`src/rtl/btn_cond_if.sv`:
```
// Button bundle between the board pins and the conditioner.
// The master side drives the raw pins. The slave side returns the conditioned level and pulse vectors.
interface btn_cond_if #(
  parameter int N_BTN = 2
);
  logic [N_BTN-1:0] btn_raw;
  logic [N_BTN-1:0] btn_level;
  logic [N_BTN-1:0] btn_press;
  logic [N_BTN-1:0] btn_release;
  logic [N_BTN-1:0] btn_repeat;

  modport master (
    output btn_raw,
    input  btn_level,
    input  btn_press,
    input  btn_release,
    input  btn_repeat
  );

  modport slave (
    input  btn_raw,
    output btn_level,
    output btn_press,
    output btn_release,
    output btn_repeat
  );
endinterface

```
`src/rtl/btn_conditioner.sv`:
```
// Per-button conditioner: 2-flop synchroniser, counter debounce FSM, level and press/release pulses.
// Optional auto-repeat pulse train is enabled by defining BTN_COND_AUTO_REPEAT_EN.
module btn_conditioner #(
  parameter int N_BTN           = 2,
  parameter int DEBOUNCE_CYCLES = 650000,
  parameter int REPEAT_DELAY    = 19500000,
  parameter int REPEAT_PERIOD   = 3250000
) (
  input  logic       clk,
  input  logic       rst,
  btn_cond_if.slave  bus
);

  localparam int CNT_W = $clog2(DEBOUNCE_CYCLES + 1);
  localparam logic [CNT_W-1:0] CNT_ZERO = {CNT_W{1'b0}};
  localparam logic [CNT_W-1:0] CNT_ONE  = CNT_W'(1);
  localparam logic [CNT_W-1:0] CNT_LAST = CNT_W'(DEBOUNCE_CYCLES - 1);

`ifdef BTN_COND_AUTO_REPEAT_EN
  localparam int REP_MAX = (REPEAT_DELAY > REPEAT_PERIOD) ? REPEAT_DELAY : REPEAT_PERIOD;
  localparam int REP_W   = $clog2(REP_MAX + 1);
  localparam logic [REP_W-1:0] REP_ZERO    = {REP_W{1'b0}};
  localparam logic [REP_W-1:0] REP_ONE     = REP_W'(1);
  localparam logic [REP_W-1:0] DELAY_LAST  = REP_W'(REPEAT_DELAY - 1);
  localparam logic [REP_W-1:0] PERIOD_LAST = REP_W'(REPEAT_PERIOD - 1);
`endif

  typedef enum logic [1:0] {
    IDLE      = 2'd0,
    WAIT_HIGH = 2'd1,
    HELD      = 2'd2,
    WAIT_LOW  = 2'd3
  } state_t;

  if (DEBOUNCE_CYCLES < 2 || REPEAT_DELAY < 1 || REPEAT_PERIOD < 1) begin : g_bad_cfg
    $error("btn_conditioner: invalid timing parameters");
  end

  logic [N_BTN-1:0] sync1_r;
  logic [N_BTN-1:0] sync2_r;
  logic [N_BTN-1:0] level_v_s;
  logic [N_BTN-1:0] press_v_s;
  logic [N_BTN-1:0] release_v_s;
  logic [N_BTN-1:0] repeat_v_s;

  // Two-flop synchroniser for the asynchronous button pins
  always_ff @(posedge clk or negedge rst) begin
    if (!rst) begin
      sync1_r <= {N_BTN{1'b0}};
      sync2_r <= {N_BTN{1'b0}};
    end else begin
      sync1_r <= bus.btn_raw;
      sync2_r <= sync1_r;
    end
  end

  for (genvar i = 0; i < N_BTN; i++) begin : g_ch
    state_t           state_r, state_s;
    logic [CNT_W-1:0] cnt_r, cnt_s;
    logic             level_r, level_s;
    logic             press_r, press_s;
    logic             release_r, release_s;

    // Debounce state, counter and registered outputs
    always_ff @(posedge clk or negedge rst) begin
      if (!rst) begin
        state_r   <= IDLE;
        cnt_r     <= CNT_ZERO;
        level_r   <= 1'b0;
        press_r   <= 1'b0;
        release_r <= 1'b0;
      end else begin
        state_r   <= state_s;
        cnt_r     <= cnt_s;
        level_r   <= level_s;
        press_r   <= press_s;
        release_r <= release_s;
      end
    end

    // Next state: any sample disagreeing with the candidate level restarts qualification
    always_comb begin
      state_s   = state_r;
      cnt_s     = cnt_r;
      level_s   = level_r;
      press_s   = 1'b0;
      release_s = 1'b0;
      case (state_r)
        IDLE: begin
          if (sync2_r[i]) begin
            state_s = WAIT_HIGH;
            cnt_s   = CNT_ONE;
          end else begin
            cnt_s   = CNT_ZERO;
          end
        end
        WAIT_HIGH: begin
          if (!sync2_r[i]) begin
            state_s = IDLE;
            cnt_s   = CNT_ZERO;
          end else if (cnt_r == CNT_LAST) begin
            state_s = HELD;
            cnt_s   = CNT_ZERO;
            level_s = 1'b1;
            press_s = 1'b1;
          end else begin
            cnt_s   = cnt_r + CNT_ONE;
          end
        end
        HELD: begin
          if (!sync2_r[i]) begin
            state_s = WAIT_LOW;
            cnt_s   = CNT_ONE;
          end else begin
            cnt_s   = CNT_ZERO;
          end
        end
        WAIT_LOW: begin
          if (sync2_r[i]) begin
            state_s   = HELD;
            cnt_s     = CNT_ZERO;
          end else if (cnt_r == CNT_LAST) begin
            state_s   = IDLE;
            cnt_s     = CNT_ZERO;
            level_s   = 1'b0;
            release_s = 1'b1;
          end else begin
            cnt_s     = cnt_r + CNT_ONE;
          end
        end
        default: begin
          state_s = IDLE;
          cnt_s   = CNT_ZERO;
          level_s = 1'b0;
        end
      endcase
    end

    assign level_v_s[i]   = level_r;
    assign press_v_s[i]   = press_r;
    assign release_v_s[i] = release_r;

`ifdef BTN_COND_AUTO_REPEAT_EN
    logic [REP_W-1:0] rep_cnt_r, rep_cnt_s;
    logic             rep_armed_r, rep_armed_s;
    logic             repeat_r, repeat_s;

    // Repeat counter and registered repeat pulse
    always_ff @(posedge clk or negedge rst) begin
      if (!rst) begin
        rep_cnt_r   <= REP_ZERO;
        rep_armed_r <= 1'b0;
        repeat_r    <= 1'b0;
      end else begin
        rep_cnt_r   <= rep_cnt_s;
        rep_armed_r <= rep_armed_s;
        repeat_r    <= repeat_s;
      end
    end

    // First pulse after the delay, then one per period; release clears and wins over repeat
    always_comb begin
      rep_cnt_s   = rep_cnt_r;
      rep_armed_s = rep_armed_r;
      repeat_s    = 1'b0;
      if (press_s || release_s || (state_r == IDLE) || (state_r == WAIT_HIGH)) begin
        rep_cnt_s   = REP_ZERO;
        rep_armed_s = 1'b0;
      end else if (rep_cnt_r == (rep_armed_r ? PERIOD_LAST : DELAY_LAST)) begin
        rep_cnt_s   = REP_ZERO;
        rep_armed_s = 1'b1;
        repeat_s    = 1'b1;
      end else begin
        rep_cnt_s   = rep_cnt_r + REP_ONE;
      end
    end

    assign repeat_v_s[i] = repeat_r;
`else
    assign repeat_v_s[i] = 1'b0;
`endif
  end

  assign bus.btn_level   = level_v_s;
  assign bus.btn_press   = press_v_s;
  assign bus.btn_release = release_v_s;
  assign bus.btn_repeat  = repeat_v_s;

endmodule

```
`src/flat_wrapper.sv`:
```
// flat-port wrapper written by rule: the top's interface ports become plain ports
module btn_conditioner_flat 
#(
  parameter int N_BTN           = 2,
  parameter int DEBOUNCE_CYCLES = 650000,
  parameter int REPEAT_DELAY    = 19500000,
  parameter int REPEAT_PERIOD   = 3250000
)
  (clk, rst, bus_btn_raw, bus_btn_level, bus_btn_press, bus_btn_release, bus_btn_repeat);
  btn_cond_if #(.N_BTN(N_BTN)) bus_i ();
  input  logic clk;
  input  logic rst;
  input wire logic [$bits(bus_i.btn_raw)-1:0] bus_btn_raw;
  output wire logic [$bits(bus_i.btn_level)-1:0] bus_btn_level;
  output wire logic [$bits(bus_i.btn_press)-1:0] bus_btn_press;
  output wire logic [$bits(bus_i.btn_release)-1:0] bus_btn_release;
  output wire logic [$bits(bus_i.btn_repeat)-1:0] bus_btn_repeat;
  assign bus_i.btn_raw = bus_btn_raw;
  assign bus_btn_level = bus_i.btn_level;
  assign bus_btn_press = bus_i.btn_press;
  assign bus_btn_release = bus_i.btn_release;
  assign bus_btn_repeat = bus_i.btn_repeat;
  btn_conditioner #(.N_BTN(N_BTN), .DEBOUNCE_CYCLES(DEBOUNCE_CYCLES), .REPEAT_DELAY(REPEAT_DELAY), .REPEAT_PERIOD(REPEAT_PERIOD)) u_core (.clk(clk), .rst(rst), .bus(bus_i));
endmodule
```
`config.mk`:
```
export PLATFORM = sky130hd
export DESIGN_NAME = btn_conditioner_flat
export DESIGN_NICKNAME = d
export VERILOG_FILES = /design/src/rtl/btn_cond_if.sv /design/src/rtl/btn_conditioner.sv /design/src/flat_wrapper.sv
export SDC_FILE = /design/constraint.sdc
export NUM_CORES = 1
export LEC_CHECK = 0
export CORE_MARGIN = 8
export CORE_UTILIZATION = 45
export DETAILED_ROUTE_END_ITERATION = 7
export SLEW_MARGIN = 5
export SYNTH_ARGS = -nofsm -noshare
export SYNTH_HDL_FRONTEND = slang
export SYNTH_SLANG_ARGS = --single-unit
```
`constraint.sdc`:
```
create_clock -name clk -period 1.95 [get_ports clk]
set_clock_uncertainty 0.2 [all_clocks]
set_input_delay 0.2925 -clock clk [delete_from_list [all_inputs] [get_ports clk]]
set_output_delay 0.2925 -clock clk [all_outputs]
set_load 0.005 [all_outputs]
```
==> impl_metrics.yaml <==
clock_tree:
  htreeDepth: 2
  clk_pin_slew_worst_paths_ns: 0.10
  clock_latency_ns: 0.31
  cts_tree: "done"
  root_buffer: "clkbuf_8"
  cts_made_buffers: 5
  clock_sinks: 54
  clockBufferDepth: 2
sta:
  final.period_utilization: 1.04
  fin_ws_ns: -0.0763
  hold_violations: 0
  timing_max_transition_violations_final: 0
  max_freq_mhz: 494
  grt_setup_unrepaired: "true"
  setup-violations-final: 26
  fin_crit_ns: 2.03
  tns_ns: -1.05
layout:
  most-common-layout-cells: "dfrtp_1, nor2_1, buf_4"
  multi_input_comb_area_mm2: 0.00135
  n_antenna_cell: 0
  layout_commonest_cell: "dfrtp_1"
  fillers: 498
  final_util: 0.572
  drive_gt1_frac: 0.239
  fin_nets: 311
  fin_cells: 381
  area_growth_pct: 24.0
  regArea_mm2: 0.00135
yosys:
  yosysSeqAreaShare: 0.501
  synth.largest_area_cell: "dfrtp_1"
  synth-async-reset-ratio: 1.00
  synth_top_cells_by_area: "dfrtp_1, xnor2_1, nor2_1"
  synth_area_per_cell_um2: 10.1
  yosysWarnings: 0
  syn_inst: 268
  ys.flop_type: "dfrtp_1"
  ys_types: 43
  ys_seq_elements: 54
  synth_edf_count: 0
  syn_area_mm2: 0.00270
  synth_top_cell_area_share: 0.501
drt:
  wire_per_inst_um: 14.2
  wl_met2_um: 2860
  wl_um: 5420
  m1WireLength_um: 2300
  drt-vias-per-instance: 5.33
  firstDrtPassIters: 4
  highest_layer: "met4"
  antenna_left: 0
  drtIter0Drc: 53
  vias: 2032
  routed-wl-met3_um: 128
  drc: 0
placed_design:
  dp_hpwl_um: 3750
  placed_cells: 368
  pre_cts_slack_ns: -0.0905
  io_buffers: 9
  place.gp.congestion: 0.806
setup_path:
  cp.depth: 5
  slowest_delay_ns: 0.50
  crit_family: "simple AND/OR/NAND/NOR gates"
  ff2ff_path_depth: 5
  criticalPathCategory: "reg -> reg"
  worst_ep_arrival_time_ns: 2.04
  critPathMaxFanout: 14
  crit_slowest_cell: "or4b_1"
  path_buf_inv: 1
  r2r_end: "u_core.g_ch[1].cnt_r[6]"
  crit_path_end_kind: "flop"
  crit_start: "u_core.g_ch[1].cnt_r[17]"
  reg2reg_slack_ns: -0.08
  crit_required_ns: 1.96
  worstSetupStartpointType: "flop"
  path_cells: "or4b_1 > or4_4 > o21bai_4 > buf_12 > nor2_1"
  endpoint: "u_core.g_ch[1].cnt_r[6]"
  timing.rr.start: "u_core.g_ch[1].cnt_r[17]"
run_status:
  violations: "setup timing"
  status: "finished with violations"
global_routing:
  grt_overflow: 0
  grt_pass1_vias: 2075
  grt_max_degree: 45
  grtUsageTotal: 0.132
  antenna_found_initial: 0
  grt_pass1_wl_um: 9320
floorplan:
  die-area_mm2: 0.00873
  core_area_mm2: 0.00585
  start_util: 0.461
  num_io_pins: 12
  die_h_um: 93.4
  die-width_um: 93.4
  core.rowCount: 28
job:
  maxCapViolations: 0
power_and_ir_drop:
  leakage_uw: 0.00131
  power.density_mw_per_mm2: 601
  ir_drop_mv: 0.357
hold_path:
  hold_path_class: "reg -> reg"
-- cells in the mapped netlist (all sizes together) (2+ instances only) --
master / count
nand3: 19
o31ai: 2
buf: 11
or4: 3
nor3: 11
nand4: 8
inv: 10
nor2: 39
nand2: 12
nor3b: 2
nor4: 16
and2: 4
dfrtp: 54
nand4b: 3
xor2: 7
and3: 7
clkbuf: 4
o21ai: 2
or4b: 3
mux2i: 5
a21oi: 6
ha: 2
or3: 2
xnor2: 23
-- final cells by class --
| type | count | share of cell area |
|---|---|---|
| flip-flops and latches | 54 | 0.404 |
| well taps | 75 | 0.0280 |
| inverters | 10 | 0.0112 |
| clock buffers | 5 | 0.0206 |
| clock inverters | 3 | 0.0131 |
| multi-input cells | 190 | 0.404 |
| repair buffers | 44 | 0.119 |
-- state kept, by name, indices dropped and copies added, names as in the netlist, named ones only --
register               count
u_core.sync2_r             2
u_core.g_ch.release_r      2
u_core.g_ch.press_r        2
u_core.g_ch.level_r        2
u_core.sync1_r             2
u_core.g_ch.state_r        2
u_core.g_ch.cnt_r         40
-- power breakdown --
part / total (uW) / internal [uW] / switching [uW]
logic: 99.2 / 40.9 / 58.3
clock network: 768 / 385 / 383
registers: 1140 / 1130 / 11.6
-- layer usage --
metal	track usage	vias to the layer above
li1	-	1004
met1	0.146	997
met2	0.229	19
met3	0.0296	12
met4	0.0711	0
met5	0	-
-- worst min path at each step --
stage	end	start	depth (start not counted)
after floorplan	asynchronous set/reset pin	rst	0
after global placement	u_core.g_ch[1].cnt_r[16]	rst	1
after detailed placement	u_core.g_ch[1].cnt_r[16]	rst	1
after CTS	u_core.sync2_r[0]	u_core.sync1_r[0]	0
after global routing	u_core.sync2_r[0]	u_core.sync1_r[0]	0
final	u_core.sync2_r[0]	u_core.sync1_r[0]	0
-- per-stage QoR --
step	hold WS (ns)	instance area, um^2	total power [uW]
after floorplan	-0.203	2710	1200
after global placement	-0.00900	3040	1250
after detailed placement	-0.00132	3040	1250
after CTS	0.166	3190	2030
after global routing	0.170	3350	2100
final	0.162	3350	2010
-- cell families (layout without fill, tap and decap cells) --
logic type                 Yosys count  in the layout  share of synthesized area
AOI/OAI and AO/OA                   19             19                     0.0510
DFF                                 54             54                      0.501
buffers and inverters               25             62                     0.0519
other                                1              2                    0.00139
muxes                                6              6                     0.0227
adders and majority gates            2              2                    0.00927
xor gates and xnor gates            30             30                     0.0974
and+or+nand+nor                    131            131                      0.265
-- repair_timing --
action                                  4_1_cts  5_1_grt
resized for setup                             5       31
endpoints found under the hold margin        48        0
pin swaps                                     1        9
hold buffers                                  1        0
cloned                                        0        1
endpoints found under the setup margin       21       40
setup buffers                                 0        3
Note: power is estimated with default switching activity, not from simulation.
